**src/rtl/and8_exhaustive_tester.sv**
```systemverilog
// Built-in self-test for an 8-input AND-reduction unit: walks every input vector,
// compares the returned bit against the reduction AND and reports count, first failure and verdict.
//
//   state | meaning
//   IDLE  | waiting for start; results of the last run held
//   HOLD  | vector driven, settle counter running down
//   CHECK | y_in sampled and compared, then advance or finish
//   DONE  | one-cycle completion pulse
module and8_exhaustive_tester #(
   parameter int WIDTH  = 8,
   parameter int SETTLE = 1
) (
   input  logic             clk,
   input  logic             rst,
   input  logic             start,
   output logic [WIDTH-1:0] vec,
   input  logic             y_in,
   output logic             busy,
   output logic             done,
   output logic             pass,
   output logic [WIDTH:0]   err_count,
   output logic [WIDTH-1:0] first_fail,
   output logic             fail_valid
);

   localparam int CNT_W = (SETTLE > 1) ? $clog2(SETTLE) : 1;
   localparam logic [CNT_W-1:0] CNT_LOAD = CNT_W'(SETTLE - 1);

   localparam logic [1:0] ST_IDLE  = 2'd0;
   localparam logic [1:0] ST_HOLD  = 2'd1;
   localparam logic [1:0] ST_CHECK = 2'd2;
   localparam logic [1:0] ST_DONE  = 2'd3;

   logic [1:0]       state;
   logic [CNT_W-1:0] settle_cnt;
   logic             mismatch;
   logic             last_vec;
   logic [WIDTH:0]   err_next;

   assign mismatch = (y_in != (&vec));
   assign last_vec = &vec;
   assign err_next = err_count + {{WIDTH{1'b0}}, mismatch};

   // Status flags decode straight from the state so reset clears them at once.
   assign busy = (state == ST_HOLD) || (state == ST_CHECK);
   assign done = (state == ST_DONE);

   always_ff @(posedge clk or posedge rst) begin
      if (rst) begin
         state      <= ST_IDLE;
         settle_cnt <= '0;
         vec        <= '0;
         pass       <= 1'b0;
         err_count  <= '0;
         first_fail <= '0;
         fail_valid <= 1'b0;
      end else begin
         case (state)
            ST_IDLE: begin
               if (start) begin
                  state      <= ST_HOLD;
                  vec        <= '0;
                  pass       <= 1'b0;
                  err_count  <= '0;
                  first_fail <= '0;
                  fail_valid <= 1'b0;
                  settle_cnt <= CNT_LOAD;
               end
            end
            ST_HOLD: begin
               if (settle_cnt == '0) state <= ST_CHECK;
               else                  settle_cnt <= settle_cnt - CNT_W'(1);
            end
            ST_CHECK: begin
               err_count <= err_next;
               if (mismatch && !fail_valid) begin
                  first_fail <= vec;
                  fail_valid <= 1'b1;
               end
               // Verdict is registered on entry to DONE so it is already valid during the pulse.
               if (last_vec) begin
                  state <= ST_DONE;
                  pass  <= (err_next == '0);
               end else begin
                  vec        <= vec + WIDTH'(1);
                  settle_cnt <= CNT_LOAD;
                  state      <= ST_HOLD;
               end
            end
            ST_DONE: state <= ST_IDLE;
            default: state <= ST_IDLE;
         endcase
      end
   end

endmodule

```
**config.mk**
```make
export PLATFORM = sky130hd
export DESIGN_NAME = and8_exhaustive_tester
export DESIGN_NICKNAME = d
export VERILOG_FILES = /design/src/rtl/and8_exhaustive_tester.sv
export SDC_FILE = /design/constraint.sdc
export NUM_CORES = 1
export LEC_CHECK = 0
export ABC_AREA = 1
export CAP_MARGIN = 20
export CORE_MARGIN = 2
export CORE_UTILIZATION = 30
export DETAILED_ROUTE_END_ITERATION = 10
export GPL_ROUTABILITY_DRIVEN = 0
export MAX_ROUTING_LAYER = met4
export PLACE_DENSITY = 0.64
export SYNTH_ARGS = -nofsm -noshare
export SYNTH_HDL_FRONTEND = slang
export SYNTH_SLANG_ARGS = --single-unit
```
**constraint.sdc**
```tcl
create_clock -name clk -period 2.4 [get_ports clk]
set_input_delay 0.24 -clock clk [delete_from_list [all_inputs] [get_ports clk]]
set_output_delay 0.24 -clock clk [all_outputs]
set_load 0.02 [all_outputs]
```
==> summary.txt <==
Status
  • Outcome: complete, no violations

Routing
  • Remaining antenna violation count: 0
  • Via count: 1,554
  • DR pass1 iterations: 4
  • DRC Markers: 0
  • Initial DRC Count: 116
  • Post-Route WL: 3.93 mm
  • Vias/cell: 4.77
  • Wirelength per Cell: 12.1 um

Timing
  • Final Setup Violations: 0
  • Hold Violations, Final: 0
  • Period utilization: 92.5%
  • Slew HR: 47.2%
  • Max-slew violation count: 0
  • Unrepaired setup endpoints after global routing: no
  • Worst slew pin tran: 0.792 ns
  • Setup_tns: 0 ns
  • Tmin final: 2.22 ns
  • Setup Skew: 0.0106 ns
  • Fmax: 450 MHz

Final layout
  • Reg area: 728 um2
  • Layout area overhead: 35.6%
  • Commonest cells after routing, fill and taps aside: 51 x nand2_1, 32 x clkdlybuf4s50_1, 27 x dfrtp_1
  • Antenna cells: 0
  • Commonest non-fill, non-tap cell in the layout: nand2_1
  • Fill cell count: 555
  • Share of cells above drive strength 1: 16.1%
  • Multi-input logic area: 893 um2
  • Final #Nets: 264

Clock tree
  • CTS root buffer: clkbuf_8
  • CTS tree: built
  • Latest clock arrival within the worst-skew pair: 0.29 ns
  • Clock Path Buffers: 2
  • H-tree Lvls: 2
  • CTS Hold Bufs: 0
  • Sink Count: 29
  • TritonCTS buffer count: 5
  • Worst-path clk slew: 0.07 ns

Pwr
  • Final total power: 2.31 mW
  • LEAKAGE: 1.10 nW
  • VDD IR max: 0.776 mV
  • Power Density: 988 mW/mm2

Setup path
  • CP Max Fanout: 6
  • R2R Path Start: vec[0]
  • CP Class: reg -> reg
  • CP Capture Type: flop
  • Setup crit start kind: flop
  • R2R Path End: pass
  • Worst path slowest cell: dfrtp_2
  • Worst Path Required: 2.62 ns
  • R2r setup slk: 0.18 ns
  • Arrival time at the worst endpoint: 2.44 ns
  • CP most frequent cell: nand2_1
  • R2R depth: 15
  • Critical path cell sequence: ha_4 > nand2_2 > nor2_4 > nand2_4 > xnor2_4 > ha_4 > ha_2 > nand2_2 > nor2_4 > nand2_1 > nand2_1 > nand2_1 > nor2_1 > nand3_1 > nand2_1
  • Max stage delay on crit path: 0.44 ns

Yosys
  • Synth cell types: 30
  • Synth area leader: dfrtp_1
  • Synth warnings: 0
  • Mapped Nets: 221
  • Seq/Total Area, Yosys: 42.1%
  • Synth area leaders: dfrtp_1 42%, nand2_1 12%, nand3_1 7.5%, inv_1 5.7%, ha_1 5.1%
  • Share of the synthesized area in the top cell type: 42.1%
  • Syn Inst Count: 210
  • Yosys reg bits: 29
  • Avg Inst Size Synth: 8.21 um2
  • Syn Std Cell Area: 0.00172 mm2

Place
  • Port bufs: 32
  • Post-DP HPWL: 2.85 mm

Global routing
  • Total grt overflow: 0
  • Largest net degree at the start of global routing: 22
  • Initial antenna violation count: 0
  • First-pass GRT wire length: 6.64 mm
  • Total Routing Usage GR: 13.8%
  • Vias in the first global route: 1,423

Flow run
  • Max-cap violations: 0

Hold path
  • Min-delay worst type: in -> async

Floorplanning
  • Ports: 33
  • Core footprint: 0.00554 mm2
  • DIE AREA: 0.00637 mm2
  • FP Rows: 27
  • Die height: 79.8 um
  • Die Wd: 79.8 um
  • Initial core utilization: 31.1%
## registers in the layout, indices dropped and copies added, names as in the netlist
register	cells
err_count	9
fail_valid	1
first_fail	8
pass	1
state	2
vec	8
## report_power, final
group / switching (mW) / internal [mW]
logic: 0.649 / 0.390
clock network: 0.190 / 0.412
registers: 0.0983 / 0.572
## metal layers
metal  vias up  track usage, %  wire length [um]
met3         5            3.62               182
li1        780               -                 -
met4         0            5.25                68
met1       735            17.7              1880
met2        34            20.9              1800
met5         -               -                 0
## layout make-up
cell class | instances | area share [%]
multi-input combinational | 148 | 38.2
timing repair buffer | 41 | 16.6
sequential | 29 | 31.1
inverter | 28 | 4.49
clock inverter | 3 | 2.78
tap | 72 | 3.85
clock buffer | 5 | 2.94
## per-stage QoR
stage                     util, %  worst slack (ns)  std cells  cell area [um2]  hold slack, ns
after floorplan                 -            0.0206        210             1730           0.318
after global placement       38.5             0.172        315             2130           0.485
after detailed placement     38.5            0.0907        315             2130           0.491
after CTS                    40.9            0.0115        323             2270           0.445
after global routing         42.2            0.0259        326             2340           0.507
final                        42.2             0.180        326             2340           0.407
## synth_stat cells (all sizes together)
master  instances
xnor2           1
nor3            3
o21bai          1
o22ai           3
xor2            2
dfrtp          29
nand4          12
buf             3
clkbuf          2
nor2           13
a21oi           5
o21ai          13
a211oi          1
nand3          27
inv            28
a31oi           2
or2             1
ha              7
nand2          57
## repair_timing
item	CTS	global route
gates resized for setup	0	10
endpoints found under the setup margin	0	4
setup buffers	0	3
## cells by family after synthesis
family                   count (synthesis)  share of synthesized area [%]
AO/OA/AOI/OAI                           25                           9.29
XOR/XNOR                                 3                           2.61
adder cells (fa/ha/maj)                  7                           5.08
flip-flops                              29                           42.1
AND/OR/NAND/NOR                        113                           32.1
buffers and inverters                   33                           8.85
## how the worst max path moves through the flow
stage | slack, ns | endpoint | startpoint
floorplan | 0.02 | pass | vec[0]
global placement | 0.17 | pass | vec[0]
detailed placement | 0.09 | pass | vec[0]
CTS | 0.01 | pass | vec[0]
global route | 0.03 | pass | vec[0]
finish | 0.18 | pass | vec[0]
## worst max-delay path: cells and delay by family, from the launching register on
kind,cells,cell delay [ns]
simple gates,11,1.06
fa+ha+maj,3,0.51
flops,1,0.44
xor+xnor,1,0.16
Note: power is estimated with default switching activity, not from simulation.
